**src/rtl/video_sync_gen_if.sv**
```systemverilog
// Video timing bundle between the sync generator and its pixel-side consumers.
// The generator owns every timing output; the consumer supplies the pixel enable.
interface video_sync_gen_if #(
    parameter int HCW = 10,
    parameter int VCW = 10
);
    logic           en;
    logic           hsync;
    logic           vsync;
    logic           de;
    logic           line_start;
    logic           frame_start;
    logic [HCW-1:0] hcount;
    logic [VCW-1:0] vcount;

    modport master (
        input  en,
        output hsync, vsync, de, line_start, frame_start, hcount, vcount
    );

    modport slave (
        output en,
        input  hsync, vsync, de, line_start, frame_start, hcount, vcount
    );
endinterface

```
**src/rtl/video_sync_gen.sv**
```systemverilog
// Raster timing generator: hsync/vsync/de, active coordinates and line/frame start pulses.
// Optional macro SYNC_ACTIVE_LOW_EN makes hsync/vsync active-low (idle/reset level 1).
module video_sync_gen #(
    parameter int H_SYNC   = 96,
    parameter int H_BP     = 48,
    parameter int H_ACTIVE = 640,
    parameter int H_FP     = 16,
    parameter int V_SYNC   = 2,
    parameter int V_BP     = 33,
    parameter int V_ACTIVE = 480,
    parameter int V_FP     = 10,
    parameter int HCW      = 10,
    parameter int VCW      = 10
) (
    input logic             clk,
    input logic             rst,
    video_sync_gen_if.master vs
);
    localparam int H_TOTAL = H_SYNC + H_BP + H_ACTIVE + H_FP;
    localparam int V_TOTAL = V_SYNC + V_BP + V_ACTIVE + V_FP;
    localparam int HPW     = $clog2(H_TOTAL);
    localparam int VPW     = $clog2(V_TOTAL);

    localparam logic [HPW-1:0] H_END_SYNC = HPW'(H_SYNC - 1);
    localparam logic [HPW-1:0] H_END_BP   = HPW'(H_SYNC + H_BP - 1);
    localparam logic [HPW-1:0] H_END_ACT  = HPW'(H_SYNC + H_BP + H_ACTIVE - 1);
    localparam logic [HPW-1:0] H_END      = HPW'(H_TOTAL - 1);
    localparam logic [HPW-1:0] H_OFF      = HPW'(H_SYNC + H_BP);
    localparam logic [VPW-1:0] V_END_SYNC = VPW'(V_SYNC - 1);
    localparam logic [VPW-1:0] V_END_BP   = VPW'(V_SYNC + V_BP - 1);
    localparam logic [VPW-1:0] V_END_ACT  = VPW'(V_SYNC + V_BP + V_ACTIVE - 1);
    localparam logic [VPW-1:0] V_END      = VPW'(V_TOTAL - 1);
    localparam logic [VPW-1:0] V_OFF      = VPW'(V_SYNC + V_BP);

`ifdef SYNC_ACTIVE_LOW_EN
    localparam logic SYNC_ON = 1'b0;
`else
    localparam logic SYNC_ON = 1'b1;
`endif

    typedef enum logic [1:0] {H_S_SYNC, H_S_BP, H_S_ACT, H_S_FP} h_state_t;
    typedef enum logic [1:0] {V_S_SYNC, V_S_BP, V_S_ACT, V_S_FP} v_state_t;

    h_state_t       h_state, h_nxt;
    v_state_t       v_state, v_nxt;
    logic [HPW-1:0] hpos, hpos_nxt;
    logic [VPW-1:0] vpos, vpos_nxt;
    logic           h_wrap;

    logic           hsync_q, vsync_q, de_q, line_start_q, frame_start_q;
    logic [HCW-1:0] hcount_q;
    logic [VCW-1:0] vcount_q;
    logic           hsync_nxt, vsync_nxt, de_nxt, line_start_nxt, frame_start_nxt;
    logic [HCW-1:0] hcount_nxt;
    logic [VCW-1:0] vcount_nxt;

    // Reset parks the raster on the last position so the first enabled edge enters (0,0).
    always_ff @(posedge clk or posedge rst) begin
        if (rst) begin
            h_state       <= H_S_FP;
            v_state       <= V_S_FP;
            hpos          <= H_END;
            vpos          <= V_END;
            hsync_q       <= ~SYNC_ON;
            vsync_q       <= ~SYNC_ON;
            de_q          <= 1'b0;
            line_start_q  <= 1'b0;
            frame_start_q <= 1'b0;
            hcount_q      <= '0;
            vcount_q      <= '0;
        end else begin
            h_state       <= h_nxt;
            v_state       <= v_nxt;
            hpos          <= hpos_nxt;
            vpos          <= vpos_nxt;
            hsync_q       <= hsync_nxt;
            vsync_q       <= vsync_nxt;
            de_q          <= de_nxt;
            line_start_q  <= line_start_nxt;
            frame_start_q <= frame_start_nxt;
            hcount_q      <= hcount_nxt;
            vcount_q      <= vcount_nxt;
        end
    end

    always_comb begin
        h_nxt    = h_state;
        v_nxt    = v_state;
        hpos_nxt = hpos;
        vpos_nxt = vpos;
        h_wrap   = 1'b0;
        if (vs.en) begin
            h_wrap   = (hpos == H_END);
            hpos_nxt = h_wrap ? '0 : hpos + 1'b1;
            unique case (h_state)
                H_S_SYNC: if (hpos == H_END_SYNC) h_nxt = H_S_BP;
                H_S_BP:   if (hpos == H_END_BP)   h_nxt = H_S_ACT;
                H_S_ACT:  if (hpos == H_END_ACT)  h_nxt = H_S_FP;
                default:  if (h_wrap)             h_nxt = H_S_SYNC;
            endcase
            // The vertical side only moves on the line wrap.
            if (h_wrap) begin
                vpos_nxt = (vpos == V_END) ? '0 : vpos + 1'b1;
                unique case (v_state)
                    V_S_SYNC: if (vpos == V_END_SYNC) v_nxt = V_S_BP;
                    V_S_BP:   if (vpos == V_END_BP)   v_nxt = V_S_ACT;
                    V_S_ACT:  if (vpos == V_END_ACT)  v_nxt = V_S_FP;
                    default:  if (vpos == V_END)      v_nxt = V_S_SYNC;
                endcase
            end
        end
    end

    // Decode from the next position so registered outputs line up with the position itself.
    always_comb begin
        hsync_nxt       = (h_nxt == H_S_SYNC) ? SYNC_ON : ~SYNC_ON;
        vsync_nxt       = (v_nxt == V_S_SYNC) ? SYNC_ON : ~SYNC_ON;
        de_nxt          = (h_nxt == H_S_ACT) && (v_nxt == V_S_ACT);
        hcount_nxt      = de_nxt ? HCW'(hpos_nxt - H_OFF) : '0;
        vcount_nxt      = (v_nxt == V_S_ACT) ? VCW'(vpos_nxt - V_OFF) : '0;
        line_start_nxt  = h_wrap;
        frame_start_nxt = h_wrap && (vpos_nxt == '0);
    end

    assign vs.hsync       = hsync_q;
    assign vs.vsync       = vsync_q;
    assign vs.de          = de_q;
    assign vs.line_start  = line_start_q;
    assign vs.frame_start = frame_start_q;
    assign vs.hcount      = hcount_q;
    assign vs.vcount      = vcount_q;
endmodule

```
**src/flat_wrapper.sv**
```systemverilog
// flat-port wrapper written by rule: the top's interface ports become plain ports
module video_sync_gen_flat 
#(
    parameter int H_SYNC   = 96,
    parameter int H_BP     = 48,
    parameter int H_ACTIVE = 640,
    parameter int H_FP     = 16,
    parameter int V_SYNC   = 2,
    parameter int V_BP     = 33,
    parameter int V_ACTIVE = 480,
    parameter int V_FP     = 10,
    parameter int HCW      = 10,
    parameter int VCW      = 10
)
  (clk, rst, vs_en, vs_hsync, vs_vsync, vs_de, vs_line_start, vs_frame_start, vs_hcount, vs_vcount);
  video_sync_gen_if #(.HCW(HCW), .VCW(VCW)) vs_i ();
  input logic clk;
  input logic rst;
  input wire logic [$bits(vs_i.en)-1:0] vs_en;
  output wire logic [$bits(vs_i.hsync)-1:0] vs_hsync;
  output wire logic [$bits(vs_i.vsync)-1:0] vs_vsync;
  output wire logic [$bits(vs_i.de)-1:0] vs_de;
  output wire logic [$bits(vs_i.line_start)-1:0] vs_line_start;
  output wire logic [$bits(vs_i.frame_start)-1:0] vs_frame_start;
  output wire logic [$bits(vs_i.hcount)-1:0] vs_hcount;
  output wire logic [$bits(vs_i.vcount)-1:0] vs_vcount;
  assign vs_i.en = vs_en;
  assign vs_hsync = vs_i.hsync;
  assign vs_vsync = vs_i.vsync;
  assign vs_de = vs_i.de;
  assign vs_line_start = vs_i.line_start;
  assign vs_frame_start = vs_i.frame_start;
  assign vs_hcount = vs_i.hcount;
  assign vs_vcount = vs_i.vcount;
  video_sync_gen #(.H_SYNC(H_SYNC), .H_BP(H_BP), .H_ACTIVE(H_ACTIVE), .H_FP(H_FP), .V_SYNC(V_SYNC), .V_BP(V_BP), .V_ACTIVE(V_ACTIVE), .V_FP(V_FP), .HCW(HCW), .VCW(VCW)) u_core (.clk(clk), .rst(rst), .vs(vs_i));
endmodule
```
**config.mk**
```make
export PLATFORM = sky130hd
export DESIGN_NAME = video_sync_gen_flat
export DESIGN_NICKNAME = d
export VERILOG_FILES = /design/src/rtl/video_sync_gen_if.sv /design/src/rtl/video_sync_gen.sv /design/src/flat_wrapper.sv
export SDC_FILE = /design/constraint.sdc
export NUM_CORES = 1
export LEC_CHECK = 0
export ABC_AREA = 1
export CORE_MARGIN = 2
export CORE_UTILIZATION = 30
export DETAILED_ROUTE_END_ITERATION = 8
export PLACE_DENSITY = 0.61
export SLEW_MARGIN = 20
export SYNTH_ARGS = -nofsm -noshare
export SYNTH_HDL_FRONTEND = slang
export SYNTH_SLANG_ARGS = --single-unit
```
**constraint.sdc**
```tcl
create_clock -name clk -period 2.4 [get_ports clk]
set_input_delay 0.6 -clock clk [delete_from_list [all_inputs] [get_ports clk]]
set_output_delay 0.6 -clock clk [all_outputs]
set_load 0.05 [all_outputs]
```
==> run_results.csv <==
group,metric,value,unit
routing,dr.pass1.iters,4,
clocking,clockRootBuffer,"clkbuf_8",
worst_setup_path,critPathBufInv,4,
sta,slew_headroom,0.664,
place,globalplace.congestion,0.907,
cells_and_area,final_util,0.403,
synth,ys_seq_elements,49,
sta,slew_viol_final,0,
sta,final-setup-viol-count,0,
power,switchingPower,0.000791,W
clocking,clk_pin_slew,0.09,ns
power,clkPwrFrac,0.215,
die,ios,28,
synth,netlist_top_cells_count,"nand2_1 (62), inv_1 (51), nor2_1 (36)",
global_route,gr-usage-met2,0.247,
die,initial_core_util,0.313,
routing,drc,0,
sta,finClkSkew,0.00875,ns
worst_setup_path,reg2reg_slack,0.14,ns
die,dieArea,9980,um2
worst_setup_path,crit_end,"u_core.vs.hcount[9]",
sta,hold_slack,0.573,ns
clocking,cts_made_buffers,5,
cells_and_area,multi_input_area,1250,um2
sta,worstMarginPinSlew,0.503,ns
routing,drt_iter0_drc,86,
worst_setup_path,cp_common_cell,"nand3_2",
synth,synthTopCellsByArea,"dfrtp_1 (32%), dfstp_2 (13%), nand2_1 (8.4%)",
power,p_seq_frac,0.473,
synth,synth.avg_cell_area,8.34,um2
worst_setup_path,slowest_delay,0.55,ns
global_route,grt_max_degree,50,
worst_setup_path,startpoint_type,"flip-flop",
global_route,grt_pass1_vias,2452,
synth,synth_cells,331,
worst_setup_path,path_depth,13,
clocking,htree_levels,2,
die,design.core.area,8810,um2
worst_setup_path,cp_data_arrival_time,2.50,ns
clocking,clk_path_buf_depth,2,
worst_setup_path,required,2.64,ns
die,rows,34,
place,place_ws,-0.212,ns
power,internal_power,0.00144,W
cells_and_area,diodes,0,
clocking,cts_num_sinks,49,
global_route,top_usage_layer,"met2",
worst_setup_path,r2r-end,"u_core.vs.hcount[9]",
routing,via_per_inst,4.57,
synth,ys_seq_area_frac,0.451,
power,power_frac_comb,0.312,
sta,rsz0062_at_grt,"true",
clocking,cts_setup_buffers,0,
worst_setup_path,worstSetupPathType,"reg2reg",
clocking,cts_tree,"done",
sta,worst_slack,0.135,ns
power,ir_drop,0.213,mV
synth,yosys.area.top_type,"dfrtp_1",
worst_setup_path,worstSetupEndpointType,"flip-flop",
hold_path,hold_class,"reg2reg",
place,io_buffers,27,
die,die_w,99.9,um
synth,yosysWarningCount,0,
cells_and_area,fillerInstances,888,
global_route,grt_usage,0.134,
worst_setup_path,r2r_cells,13,
synth,async_flop_share,1.00,
cells_and_area,fin_nets,411,
synth,syn_area,2760,um2
routing,vias,2327,
global_route,antenna_found_initial,0,
worst_setup_path,crit_fanout,12,
synth,synth_top_cell_area_share,0.317,
routing,antenna_left,0,
worst_setup_path,cp_top_family,"simple AND/OR/NAND/NOR gates",
global_route,grt_use_met3,0.0292,
worst_setup_path,cpMaxStageDelayCell,"dfstp_2",
cells_and_area,finish.instance_area,3540,um2
power,leakage,1.79,nW
clocking,clk_latency,0.30,ns
sta,final.min_clock_period,2.26,ns
cells_and_area,drive_gt1_frac,0.277,
synth,syn_nets,342,
job,max_cap_viol_count,0,
global_route,grt.overflow.total,0,
synth,synth_top_flop_cell,"dfrtp_1",
die,die_h,99.9,um
power,power_density,630,nW/um2
global_route,grt_pass1_wl,10.7,mm
synth,synth_cell_types,42,
worst_setup_path,crit_path_start,"u_core.hpos[1]",
synth,yosysMostFrequentCell,"nand2_1",
global_route,gr-usage-met1,0.155,
routing,wl_per_cell,11.8,um
cells_and_area,seq_area,1240,um2
sta,hold_viol_final,0,
run_status,outcome,"finished clean",
power,switching_share,0.354,
synth,synth_edf_count,0,
sta,max_freq,442,MHz
worst_setup_path,r2r_start,"u_core.hpos[1]",
place,hpwl,4.73,mm
place,place_area,3440,um2
sta,fin_crit_sh,0.944,
worst_setup_path,cp_cell_sequence,"ha_2 -> nand3_2 -> nor2_4 -> nand3_4 -> clkinv_4 -> buf_4 -> nand4_4 -> nand2_2 -> nand2_4 -> inv_4 -> nand3_2 -> buf_12 -> nor2_2",
cells_and_area,area_delta_synth_final,28.5,%
routing,wl,5.98,mm
clocking,hold_buffers,0,
-- logic make-up (layout without fill, tap and decap cells) --
kind of cell,count (synthesis),in the layout,share of synthesized area
and+or+nand+nor,179,179,0.337
adders and majority gates,8,8,0.0363
xor gates and xnor gates,6,6,0.0190
AOI/OAI and AO/OA,26,26,0.0581
DFF,49,49,0.451
buffers and inverters,63,133,0.0989
-- what timing repair did --
| action | CTS | global route |
|---|---|---|
| resized for setup | 0 | 5 |
| endpoints found under the hold margin | 0 | 0 |
| endpoints found under the setup margin | 0 | 14 |
-- cell type report --
type	instances	area share
clock buffers	5	0.0194
clock inverters	3	0.00494
inverters	58	0.0642
multi-input cells	219	0.354
flip-flops and latches	49	0.351
well taps	108	0.0381
repair buffers	67	0.169
-- metal layers --
metal,share of wire,vias up,wire [um]
li1,-,1189,-
met1,0.44,1086,2620
met2,0.52,40,3090
met3,0.025,12,150
met4,0.021,0,128
met5,0,-,0
-- cells in the final DEF (no fill, tap or decap), drive strengths merged --
master,n
nand2,71
o211ai,1
or2,2
nor3,6
ha,8
nand3,32
clkbuf,5
o21ai,11
nand4,13
dlymetal6s2s,1
o21bai,1
o21a,1
inv,57
xnor2,1
dfrtp,35
o31ai,1
xor2,5
a21oi,10
a31oi,1
nor4,3
nor2,50
nand3b,1
buf,40
clkdlybuf4s50,26
dfstp,14
and3b,1
clkinvlp,1
clkinv,3
-- stage by stage --
stage | setup TNS [ns] | power (W) | instances
finish | 0 | 0.00223 | 509
global route | -0.0547 | 0.00241 | 509
CTS | 0 | 0.00226 | 509
detailed placement | -2.63 | 0.00177 | 501
global placement | -2.09 | 0.00176 | 501
floorplan | 0 | 0.00151 | 331
-- power by group through the flow --
stage	Clock (W)	Combinational (W)	Sequential, W
after detailed placement	0	0.000699	0.00107
after CTS	0.000506	0.000701	0.00106
final	0.000480	0.000696	0.00105
after global placement	0	0.000688	0.00107
after global routing	0.000547	0.000790	0.00107
after floorplan	0	0.000454	0.00105
-- flip-flops by register name, indices dropped and copies added (netlist names) --
register               flops
u_core.hpos               10
u_core.vpos               10
u_core.vs.hcount          10
u_core.vs.vcount          10
u_core.h_state             2
u_core.v_state             2
u_core.vs.de               1
u_core.vs.frame_start      1
u_core.vs.hsync            1
u_core.vs.line_start       1
u_core.vs.vsync            1
-- how the worst min path moves through the flow --
stage | from | end | cells past startpoint
finish | u_core.hpos[3] | u_core.hpos[3] | 2
global route | u_core.hpos[3] | u_core.hpos[3] | 2
CTS | u_core.hpos[3] | u_core.hpos[3] | 2
detailed placement | u_core.hpos[3] | u_core.hpos[3] | 2
global placement | u_core.hpos[3] | u_core.hpos[3] | 2
floorplan | u_core.hpos[0] | u_core.hpos[0] | 2
-- worst min-delay path, stage by stage, from the launching register on --
cell,delay (ns)
dfstp_2,0.40
nor2_1,0.10
nor3_1,0.07
No activity file was read; power rests on OpenSTA's default activity.
